`config.mk`:
```
export PLATFORM = sky130hd
export DESIGN_NAME = wb_arb_nic_flat
export DESIGN_NICKNAME = d
export VERILOG_FILES = /design/src/rtl/wb_arb_nic_if.sv /design/src/rtl/wb_arb_nic.sv /design/src/flat_wrapper.sv
export SDC_FILE = /design/constraint.sdc
export NUM_CORES = 1
export LEC_CHECK = 0
export ABC_CLOCK_PERIOD_IN_PS = 2700
export CORE_AREA = 2 2 313 315
export CTS_CLUSTER_SIZE = 12
export DETAILED_ROUTE_END_ITERATION = 8
export DIE_AREA = 0 0 315 317
export GPL_TIMING_DRIVEN = 0
export PLACE_DENSITY = 0.39
export SYNTH_ARGS = -nofsm -noshare
export SYNTH_HDL_FRONTEND = slang
export SYNTH_SLANG_ARGS = --single-unit
```
`constraint.sdc`:
```
create_clock -name i_clk -period 2.7 [get_ports i_clk]
set_clock_uncertainty 0.05 [all_clocks]
set_input_delay 0.54 -clock i_clk [delete_from_list [all_inputs] [get_ports i_clk]]
set_output_delay 0.54 -clock i_clk [all_outputs]
set_load 0.01 [all_outputs]
```
`src/rtl/wb_arb_nic_if.sv`:
```
// rtl/wb_arb_nic_if.sv - Wishbone master/slave signal bundle for wb_arb_nic
//
// Carries every per-master request/response signal and every shared
// slave-bus signal of the arbiter.
//   slave  modport : the arbiter's view (takes master requests and slave
//                    responses, drives grants/acks/errors and the slave bus)
//   master modport : the surrounding system's view (masters plus slaves)
// MASTERS, SEL_WIDTH, ADDR_WIDTH and DATA_WIDTH must match the arbiter.

interface wb_arb_nic_if #(
    parameter int MASTERS    = 2,
    parameter int SEL_WIDTH  = 4,
    parameter int ADDR_WIDTH = 32,
    parameter int DATA_WIDTH = 32
);
    localparam int SLAVES = 2 ** SEL_WIDTH;
    localparam int SW     = DATA_WIDTH / 8;

    // master side
    logic [MASTERS-1:0]                 i_m_cyc;
    logic [MASTERS-1:0]                 i_m_stb;
    logic [MASTERS-1:0]                 i_m_we;
    logic [MASTERS-1:0][ADDR_WIDTH-1:0] i_m_adr;
    logic [MASTERS-1:0][DATA_WIDTH-1:0] i_m_dat;
    logic [MASTERS-1:0][SW-1:0]         i_m_sel;
    logic [DATA_WIDTH-1:0]              o_m_dat;
    logic [MASTERS-1:0]                 o_m_ack;
    logic [MASTERS-1:0]                 o_m_err;
    logic [MASTERS-1:0]                 o_m_gnt;

    // shared slave side
    logic [ADDR_WIDTH-1:0]              o_s_adr;
    logic [DATA_WIDTH-1:0]              o_s_dat;
    logic                               o_s_we;
    logic [SW-1:0]                      o_s_sel;
    logic                               o_s_stb;
    logic                               o_s_cyc;
    logic [SLAVES-1:0]                  o_s_dev;
    logic [SLAVES-1:0][DATA_WIDTH-1:0]  i_s_dat;
    logic [SLAVES-1:0]                  i_s_ack;
    logic [SLAVES-1:0]                  i_s_err;

    modport slave (
        input  i_m_cyc, i_m_stb, i_m_we, i_m_adr, i_m_dat, i_m_sel,
        input  i_s_dat, i_s_ack, i_s_err,
        output o_m_dat, o_m_ack, o_m_err, o_m_gnt,
        output o_s_adr, o_s_dat, o_s_we, o_s_sel, o_s_stb, o_s_cyc, o_s_dev
    );

    modport master (
        output i_m_cyc, i_m_stb, i_m_we, i_m_adr, i_m_dat, i_m_sel,
        output i_s_dat, i_s_ack, i_s_err,
        input  o_m_dat, o_m_ack, o_m_err, o_m_gnt,
        input  o_s_adr, o_s_dat, o_s_we, o_s_sel, o_s_stb, o_s_cyc, o_s_dev
    );
endinterface

```
`src/rtl/wb_arb_nic.sv`:
```
// rtl/wb_arb_nic.sv - round-robin Wishbone arbiter with address decode and timeout
//
// Ports:
//   i_clk   : clock, all state on rising edge
//   i_reset : asynchronous active-high reset
//   bus     : wb_arb_nic_if.slave - per-master cyc/stb/we/adr/dat/sel in,
//             ack/err/gnt and broadcast read data out; shared slave bus out
//             with one-hot device select, per-slave dat/ack/err in
//
// A granted master keeps the bus for as long as it holds cyc. The top
// SEL_WIDTH address bits pick the slave. Unmapped accesses and slave
// timeouts produce a one-cycle registered error.

module wb_arb_nic #(
    parameter int                      MASTERS    = 2,
    parameter int                      SEL_WIDTH  = 4,
    parameter int                      ADDR_WIDTH = 32,
    parameter int                      DATA_WIDTH = 32,
    parameter logic [2**SEL_WIDTH-1:0] SLAVE_MASK = '1,
    parameter int                      TIMEOUT    = 255
) (
    input  logic         i_clk,
    input  logic         i_reset,
    wb_arb_nic_if.slave  bus
);
    localparam int GW = (MASTERS > 1) ? $clog2(MASTERS) : 1;
    localparam int CW = $clog2(TIMEOUT + 1);

    typedef enum logic {IDLE, BUSY} state_t;

    state_t          state_q, state_d;
    logic [GW-1:0]   g_q, g_d;
    logic [GW-1:0]   lg_q, lg_d;
    logic [CW-1:0]   cnt_q, cnt_d;
    logic            err_pending_q, err_pending_d;

    logic                 busy;
    logic                 cyc_g;
    logic                 stb_g;
    logic [SEL_WIDTH-1:0] dev;
    logic                 mapped;
    logic                 s_stb;
    logic                 s_ack;
    logic                 s_err;
    logic                 found;
    logic [GW-1:0]        idx;

    always_comb begin
        busy   = (state_q == BUSY);
        cyc_g  = bus.i_m_cyc[g_q];
        stb_g  = bus.i_m_stb[g_q];
        dev    = bus.i_m_adr[g_q][ADDR_WIDTH-1 -: SEL_WIDTH];
        mapped = SLAVE_MASK[dev];
        // the registered-error cycle hides the strobe so the slave cannot
        // answer in the same cycle the master is told about the error
        s_stb  = busy & stb_g & mapped & ~err_pending_q;
        s_err  = bus.i_s_err[dev] & s_stb;
        // a slave raising ack and err together is reported as an error only
        s_ack  = bus.i_s_ack[dev] & s_stb & ~s_err;
    end

    // slave bus and master responses
    always_comb begin
        bus.o_s_adr = bus.i_m_adr[g_q];
        bus.o_s_dat = bus.i_m_dat[g_q];
        bus.o_s_we  = bus.i_m_we[g_q];
        bus.o_s_sel = bus.i_m_sel[g_q];
        bus.o_s_cyc = busy & cyc_g;
        bus.o_s_stb = s_stb;
        bus.o_s_dev = '0;
        if (busy && cyc_g && mapped) begin
            bus.o_s_dev[dev] = 1'b1;
        end
        bus.o_m_dat = bus.i_s_dat[dev];
        bus.o_m_gnt = '0;
        bus.o_m_ack = '0;
        bus.o_m_err = '0;
        if (busy) begin
            bus.o_m_gnt[g_q] = 1'b1;
            bus.o_m_ack[g_q] = s_ack;
            // a pending registered error is dropped once the master lets go
            bus.o_m_err[g_q] = s_err | (err_pending_q & cyc_g);
        end
    end

    // next state
    always_comb begin
        state_d       = state_q;
        g_d           = g_q;
        lg_d          = lg_q;
        cnt_d         = cnt_q;
        err_pending_d = 1'b0;
        found         = 1'b0;
        idx           = '0;
        case (state_q)
            IDLE: begin
                cnt_d = '0;
                // search starts just after the last winner, wrapping around
                for (int i = 1; i <= MASTERS; i++) begin
                    idx = GW'((int'(lg_q) + i) % MASTERS);
                    if (!found && bus.i_m_cyc[idx]) begin
                        found   = 1'b1;
                        g_d     = idx;
                        lg_d    = idx;
                        state_d = BUSY;
                    end
                end
            end
            BUSY: begin
                if (!cyc_g) begin
                    state_d = IDLE;
                    cnt_d   = '0;
                end else if (stb_g && !mapped) begin
                    // first cycle of an unmapped strobe arms the error; the
                    // error cycle itself does not re-arm it
                    cnt_d         = '0;
                    err_pending_d = ~err_pending_q;
                end else if (s_stb && !s_ack && !s_err) begin
                    if (cnt_q == CW'(TIMEOUT - 1)) begin
                        cnt_d         = '0;
                        err_pending_d = 1'b1;
                    end else begin
                        cnt_d = cnt_q + 1'b1;
                    end
                end else begin
                    cnt_d = '0;
                end
            end
            default: state_d = IDLE;
        endcase
    end

    always_ff @(posedge i_clk or posedge i_reset) begin
        if (i_reset) begin
            state_q       <= IDLE;
            g_q           <= '0;
            lg_q          <= GW'(MASTERS - 1);
            cnt_q         <= '0;
            err_pending_q <= 1'b0;
        end else begin
            state_q       <= state_d;
            g_q           <= g_d;
            lg_q          <= lg_d;
            cnt_q         <= cnt_d;
            err_pending_q <= err_pending_d;
        end
    end
endmodule

```
`src/flat_wrapper.sv`:
```
// flat-port wrapper written by rule: the top's interface ports become plain ports
module wb_arb_nic_flat 
#(
    parameter int                      MASTERS    = 2,
    parameter int                      SEL_WIDTH  = 4,
    parameter int                      ADDR_WIDTH = 32,
    parameter int                      DATA_WIDTH = 32,
    parameter logic [2**SEL_WIDTH-1:0] SLAVE_MASK = '1,
    parameter int                      TIMEOUT    = 255
)
  (i_clk, i_reset, bus_i_m_cyc, bus_i_m_stb, bus_i_m_we, bus_i_m_adr, bus_i_m_dat, bus_i_m_sel, bus_i_s_dat, bus_i_s_ack, bus_i_s_err, bus_o_m_dat, bus_o_m_ack, bus_o_m_err, bus_o_m_gnt, bus_o_s_adr, bus_o_s_dat, bus_o_s_we, bus_o_s_sel, bus_o_s_stb, bus_o_s_cyc, bus_o_s_dev);
  wb_arb_nic_if #(.MASTERS(MASTERS), .SEL_WIDTH(SEL_WIDTH), .ADDR_WIDTH(ADDR_WIDTH), .DATA_WIDTH(DATA_WIDTH)) bus_i ();
  input  logic i_clk;
  input  logic i_reset;
  input wire logic [$bits(bus_i.i_m_cyc)-1:0] bus_i_m_cyc;
  input wire logic [$bits(bus_i.i_m_stb)-1:0] bus_i_m_stb;
  input wire logic [$bits(bus_i.i_m_we)-1:0] bus_i_m_we;
  input wire logic [$bits(bus_i.i_m_adr)-1:0] bus_i_m_adr;
  input wire logic [$bits(bus_i.i_m_dat)-1:0] bus_i_m_dat;
  input wire logic [$bits(bus_i.i_m_sel)-1:0] bus_i_m_sel;
  input wire logic [$bits(bus_i.i_s_dat)-1:0] bus_i_s_dat;
  input wire logic [$bits(bus_i.i_s_ack)-1:0] bus_i_s_ack;
  input wire logic [$bits(bus_i.i_s_err)-1:0] bus_i_s_err;
  output wire logic [$bits(bus_i.o_m_dat)-1:0] bus_o_m_dat;
  output wire logic [$bits(bus_i.o_m_ack)-1:0] bus_o_m_ack;
  output wire logic [$bits(bus_i.o_m_err)-1:0] bus_o_m_err;
  output wire logic [$bits(bus_i.o_m_gnt)-1:0] bus_o_m_gnt;
  output wire logic [$bits(bus_i.o_s_adr)-1:0] bus_o_s_adr;
  output wire logic [$bits(bus_i.o_s_dat)-1:0] bus_o_s_dat;
  output wire logic [$bits(bus_i.o_s_we)-1:0] bus_o_s_we;
  output wire logic [$bits(bus_i.o_s_sel)-1:0] bus_o_s_sel;
  output wire logic [$bits(bus_i.o_s_stb)-1:0] bus_o_s_stb;
  output wire logic [$bits(bus_i.o_s_cyc)-1:0] bus_o_s_cyc;
  output wire logic [$bits(bus_i.o_s_dev)-1:0] bus_o_s_dev;
  assign bus_i.i_m_cyc = bus_i_m_cyc;
  assign bus_i.i_m_stb = bus_i_m_stb;
  assign bus_i.i_m_we = bus_i_m_we;
  assign bus_i.i_m_adr = bus_i_m_adr;
  assign bus_i.i_m_dat = bus_i_m_dat;
  assign bus_i.i_m_sel = bus_i_m_sel;
  assign bus_i.i_s_dat = bus_i_s_dat;
  assign bus_i.i_s_ack = bus_i_s_ack;
  assign bus_i.i_s_err = bus_i_s_err;
  assign bus_o_m_dat = bus_i.o_m_dat;
  assign bus_o_m_ack = bus_i.o_m_ack;
  assign bus_o_m_err = bus_i.o_m_err;
  assign bus_o_m_gnt = bus_i.o_m_gnt;
  assign bus_o_s_adr = bus_i.o_s_adr;
  assign bus_o_s_dat = bus_i.o_s_dat;
  assign bus_o_s_we = bus_i.o_s_we;
  assign bus_o_s_sel = bus_i.o_s_sel;
  assign bus_o_s_stb = bus_i.o_s_stb;
  assign bus_o_s_cyc = bus_i.o_s_cyc;
  assign bus_o_s_dev = bus_i.o_s_dev;
  wb_arb_nic #(.MASTERS(MASTERS), .SEL_WIDTH(SEL_WIDTH), .ADDR_WIDTH(ADDR_WIDTH), .DATA_WIDTH(DATA_WIDTH), .SLAVE_MASK(SLAVE_MASK), .TIMEOUT(TIMEOUT)) u_core (.i_clk(i_clk), .i_reset(i_reset), .bus(bus_i));
endmodule
```
-- Yosys cells after proc, flatten, opt, wreduce, memory -nomap -nowiden
Memories as Yosys holds them, arrays and structs flattened.
Cells that the tools add are included.
- $add $sub $neg: 3
- $lt $le $gt $ge: 6
- eq/ne operators: 1
- mux-type cells: 48
- bitwise gates (word level): 14
- reductions and logical operators: 14
- operators with widths (cell ; number):
    $mux 32 ; 5
    $bmux 32 s4 ; 1
    $mux 8 ; 4
    $mux 1 ; 26
    $mux 16 ; 1
    $pmux 8 s2 ; 1
    $add 8x1->8 const B ; 1
    $and 1x1->1 ; 8
    $bmux 1 s4 ; 2
    $eq 8x8->1 const B ; 1
    $logic_and 1x1->1 ; 8
    $mux 4 ; 2
    $lt 1x2->1 const B ; 3
    $mux 2 ; 3
    $lt 4x5->1 const B ; 1
    $and 2x2->2 ; 2
    $demux 1 s4 ; 1
    $ge 4x1->1 const B ; 1
    $logic_not 1->1 ; 4
    $not 1->1 ; 3
    $add 1x1->1 const B ; 2
    $pmux 1 s2 ; 1
    $reduce_and 2->1 ; 1
    $reduce_bool 2->1 ; 1
    other kinds (3) ; 3
- register bits: 12
- memory bits (read-only): 16
- input port bits: 688
- output and inout bits: 125
- logic and storage cells: 92
- memories: 1
- memories (name ; words ; width ; read ports ; clocked after memory_dff ; write ports ; RTL line ; source):
    (name not given) ; 16 ; 1 ; 1 ; 0 ; 0 ; wb_arb_nic.sv:53 ; mapped = SLAVE_MASK[dev];

-- Depth between registers and ports, before layout
- word-level depth: 16
- depth in mapped cells: 12

-- Worst setup path before layout
No wires, ideal clock.
- path kind: register to output
- start point: register u_core.g_q
- end point: output bus_o_m_dat[17]
- arrival time: 2.098 ns
- setup slack: 0.012 ns
- cell stages (with the launch flop): 11
- path buffers: 5
- cells stage by stage: dfrtp_1 buf_6 buf_6 buf_6 nand2_1 and2_1 buf_6 buf_6 mux4_2 nor2b_1 a31oi_1
- word-level cells in the longest chain between the ends: 4
- RTL lines (item ; RTL line ; source):
    from (decl) ; wb_arb_nic.sv:32 ; logic [GW-1:0] g_q, g_d;
    from (signal assigned) ; wb_arb_nic.sv:142 ; g_q <= g_d;
    $mux 32 (implied by the code) (2 in a row) ; wb_arb_nic.sv:52 ; dev = bus.i_m_adr[g_q][ADDR_WIDTH-1 -: SEL_WIDTH];
    $bmux 32 s4 ; wb_arb_nic.sv:74 ; bus.o_m_dat = bus.i_s_dat[dev];
    $mux 32 (implied by the code) ; wb_arb_nic.sv:74 ;
    to (decl) ; flat_wrapper.sv:24 ; output wire logic [$bits(bus_i.o_m_dat)-1:0] bus_o_m_dat;
Every way passes these cells. The select of a mux whose other input is x is not followed.

-- Worst setup path after layout
Same ends and word-level chain as after synthesis.

==> impl_metrics.yaml <==
placement:
  dp_worst_setup_slack_ps: -2620
  portBuffers: 812
  place_inst: 3080
  place_congestion: 0.891
  hpwlAfterDp_um: 72600
die:
  floorplan.die.height_um: 317
  die_w_um: 315
  i_o_pin_count: 813
  core-area_um2: 96300
  starting_density_of_the_core_pct: 7.18
  fp.dieArea_um2: 99900
  placementRows: 114
clock_tree:
  cts_tree: "yes"
  cts_hold_buffers: 0
  cts_num_sinks: 12
  clock_network_latency_to_the_later_pin_of_the_worst_skew_pair_ps: 240
  cts-root-buf: "sky130_fd_sc_hd__clkbuf_16"
  tritoncts.num_buffers: 3
  htree_num_levels: 1
  clock_path_buffers: 2
  clkSlewWorstSetupHoldPaths_ps: 40
min_path:
  hold_path_depth: 2
  worstHoldPathType: "flop to flop"
  worstHoldEndpoint: "u_core.lg_q"
  startpoint_of_the_lowest_slack_hold_path: "u_core.lg_q"
timing:
  totalNegativeSetupSlack_ps: -29110
  max_freq_mhz: 288
  timing.final.crit_period_ps: 3470
  worst_slew_pin_tran_ps: 705
  setup-violations-final: 63
  final_hold_violation_count: 0
  fin_ws_ps: -768
  slew-limit-headroom_pct: 53.0
  final_count_of_pins_violating_max_slew: 0
  rsz0062_at_grt: "true"
  period_share_pct: 128
setup_path:
  timing_worst_setup_path_type: "flop to primary output"
  crit-reg2reg-capture: "u_core.cnt_q[4]"
  r2r.worst_path.cells: 11
  timing.critical_path.slowest_stage_cell: "sky130_fd_sc_hd__mux4_2"
  critPathArrivalTime_ps: 2880
  worst-path-max-fanout: 10
  worstPathRequired_ps: 2110
  top_cell_by_count_worst_path: "sky130_fd_sc_hd__buf_6"
  crit_path_end_kind: "primary output"
  critical_path.cell_chain: "buf_6 -> mux2i_4 -> buf_6 -> inv_8 -> buf_12 -> buf_16 -> buf_8 -> mux2i_1 -> mux4_2 -> nor2b_4 -> a31oi_4 -> buf_6"
  crit_path_max_incr_delay_ps: 620
  timing.critical_path.from_type: "flop"
  reg2reg_launch_point: "u_core.g_q"
  reg2reg_slack_ps: 100
synthesis:
  synth_seq_cells: 12
  synth_edf_count: 0
  synth_top_flop_cell: "sky130_fd_sc_hd__dfrtp_1"
  ys_async_rst_share_pct: 100
  synth.lib_cells_used.distinct: 51
  avgSynthCellArea_um2: 6.97
  syn-num-nets: 1682
  synth.yosys.seq_area_share_pct: 4.36
  synth.yosys.warnings: 0
  cell_count_after_synthesis: 992
  synthesis.area_um2: 6910
drt:
  detail_route.wirelength.met1_um: 36300
  detailed_route_wl_um: 83500
  met3RoutedLength_um: 5950
  detail_route.iter0.violations: 598
  viasPerCell: 3.58
  firstDrtPassIters: 5
  ant_nets: 0
  detailroute.via_count: 11400
  highest-signal-layer: "met5"
  post_drt_wl_per_cell_um: 26.3
  dr_wl_met2_um: 40400
  post-route-drc-count: 0
global_route:
  grt_pass1_vias: 11800
  grt.total_usage_pct: 15.7
  antenna_found_initial: 30
  grt_first_pass_wirelength_um: 106000
  grt-ovfl-total: 0
  maximum_number_of_pins_on_one_net_before_global_route_repair: 13
power:
  peakVddDrop_uv: 220
  p_leak_nw: 7.51
  design_power_mw: 11.5
  pwr_density_cell_nw_per_um2: 619
layout:
  fillerInstances: 10900
  fin_nets: 2579
  layout-area-overhead-vs-synth_pct: 168
  fin_cells: 3173
  drive_gt1_share_pct: 22.1
run:
  drv_cap: 0
outcome:
  failed_checks: "negative setup slack"
  outcome: "finished with violations"
==> flip-flops by register name (all words and copies together), names as in the netlist <==
name	cells
u_core.cnt_q	8
u_core.busy	1
u_core.err_pending_q	1
u_core.g_q	1
u_core.lg_q	1
==> critical path: cells and delay by family, from the launching register on <==
kind | cells | cell delay (ps)
AOI/OAI and AO/OA | 1 | 180
buffers and inverters | 7 | 930
DFF | 1 | 330
muxes | 3 | 970
and+or+nand+nor | 1 | 190
==> worst max path at each step <==
stage / end / cells after the start / from / slack (ps)
2_1_floorplan: bus_o_m_dat[17] / 10 / u_core.g_q / 10
3_3_place_gp: bus_o_m_dat[1] / 9 / bus_i_m_adr[60] / -2620
3_5_place_dp: bus_o_m_dat[1] / 9 / bus_i_m_adr[60] / -2620
4_1_cts: bus_o_m_dat[17] / 12 / u_core.g_q / -840
5_1_grt: bus_o_m_dat[18] / 12 / u_core.g_q / -870
6_report: bus_o_m_dat[17] / 12 / u_core.g_q / -770
==> cells in the mapped netlist, types with 2 or more instances <==
cell type / n / area [um2]
sky130_fd_sc_hd__mux4_2: 32 / 721
sky130_fd_sc_hd__a21bo_2: 5 / 50.1
sky130_fd_sc_hd__dfrtp_1: 11 / 275
sky130_fd_sc_hd__buf_2: 29 / 145
sky130_fd_sc_hd__a22oi_2: 2 / 25.0
sky130_fd_sc_hd__mux2_2: 65 / 732
sky130_fd_sc_hd__a21o_1: 7 / 52.6
sky130_fd_sc_hd__a31oi_1: 32 / 200
sky130_fd_sc_hd__buf_6: 14 / 158
sky130_fd_sc_hd__nand3_1: 204 / 1020
sky130_fd_sc_hd__o21ai_0: 8 / 40.0
sky130_fd_sc_hd__clkbuf_1: 42 / 158
sky130_fd_sc_hd__o21ai_1: 2 / 10.0
sky130_fd_sc_hd__mux2i_1: 133 / 1330
sky130_fd_sc_hd__xnor2_1: 3 / 26.3
sky130_fd_sc_hd__nand2_1: 270 / 1010
sky130_fd_sc_hd__a211oi_2: 9 / 113
sky130_fd_sc_hd__and2_1: 2 / 12.5
sky130_fd_sc_hd__a41oi_1: 4 / 35.0
sky130_fd_sc_hd__nor2b_1: 35 / 219
sky130_fd_sc_hd__o22a_1: 2 / 17.5
sky130_fd_sc_hd__a21bo_1: 3 / 30.0
sky130_fd_sc_hd__nor3b_2: 2 / 25.0
sky130_fd_sc_hd__a21oi_1: 2 / 10.0
sky130_fd_sc_hd__and3b_1: 2 / 17.5
sky130_fd_sc_hd__o21bai_1: 6 / 45.0
sky130_fd_sc_hd__ha_1: 2 / 25.0
sky130_fd_sc_hd__nand2b_1: 5 / 31.3
sky130_fd_sc_hd__and4_1: 2 / 17.5
sky130_fd_sc_hd__nor2_1: 21 / 78.8
sky130_fd_sc_hd__a41o_1: 3 / 30.0
sky130_fd_sc_hd__inv_1: 5 / 18.8
sky130_fd_sc_hd__xor2_1: 3 / 26.3
sky130_fd_sc_hd__buf_1: 8 / 30.0
==> repair_timing <==
action	in CTS	in global routing
gates resized for setup	492	121
setup buffers	58	23
pin swaps	7	5
setup endpoints to repair	134	99
gates cloned	4	0
==> placed cells by master (no fill, tap or decap), drive strengths merged, types with 3 or more instances in the layout <==
| master | synthesis | layout |
|---|---|---|
| clkdlybuf4s50 | 0 | 707 |
| nand2 | 270 | 270 |
| nand3 | 204 | 204 |
| buf | 52 | 194 |
| mux2i | 135 | 135 |
| mux2 | 65 | 65 |
| nor2b | 35 | 35 |
| clkbuf | 42 | 35 |
| mux4 | 32 | 32 |
| a31oi | 32 | 32 |
| dlygate4sd2 | 0 | 30 |
| nor2 | 21 | 21 |
| dlymetal6s2s | 0 | 18 |
| dfrtp | 11 | 11 |
| o21ai | 11 | 11 |
| diode | 0 | 9 |
| a211oi | 9 | 9 |
| a21bo | 8 | 8 |
| a21o | 7 | 7 |
| o21bai | 6 | 6 |
| inv | 7 | 6 |
| nand2b | 5 | 5 |
| a41oi | 4 | 4 |
| clkdlybuf4s15 | 0 | 4 |
| nor3b | 3 | 3 |
| a41o | 3 | 3 |
| xnor2 | 3 | 3 |
| xor2 | 3 | 3 |
==> power by group <==
group          switching (mW)  internal, mW
clock                  0.0798         0.224
combinational            5.70          5.26
sequential             0.0134         0.206
total                    5.80          5.69
==> cell families after synthesis <==
| group | count (synthesis) | share of synthesized area (%) |
|---|---|---|
| simple gates | 552 | 36.2 |
| mux | 232 | 40.8 |
| buf+inv | 101 | 7.73 |
| compound gates | 87 | 9.81 |
| flops | 12 | 4.36 |
| xor+xnor | 6 | 0.760 |
| fa+ha+maj | 2 | 0.362 |
==> layout make-up <==
| class | count | area (um2) | area share (%) |
|---|---|---|---|
| Inverter | 7 | 37.5 | 0.202 |
| Tap cell | 1276 | 1600 | 8.60 |
| Clock buffer | 4 | 88.8 | 0.479 |
| Timing Repair Buffer | 897 | 8900 | 48.0 |
| Buffer | 89 | 1060 | 5.73 |
| Antenna cell | 9 | 22.5 | 0.121 |
| Sequential cell | 12 | 302 | 1.62 |
| Multi-Input combinational cell | 879 | 6550 | 35.3 |
==> routing by layer <==
| metal | up-vias | GRT usage, % |
|---|---|---|
| li1 | 5386 | - |
| met1 | 5328 | 20.2 |
| met2 | 584 | 27.5 |
| met3 | 47 | 3.79 |
| met4 | 24 | 1.04 |
| met5 | - | 0 |
==> per-stage QoR <==
stage	util, %	cell area [um2]	hold WS (ps)
floorplan	-	6910	354
global placement	17.3	16600	441
detailed placement	17.3	16600	442
CTS	18.8	18100	448
global route	19.3	18500	511
finish	19.3	18600	442
Power figures use the tool's default switching activity.
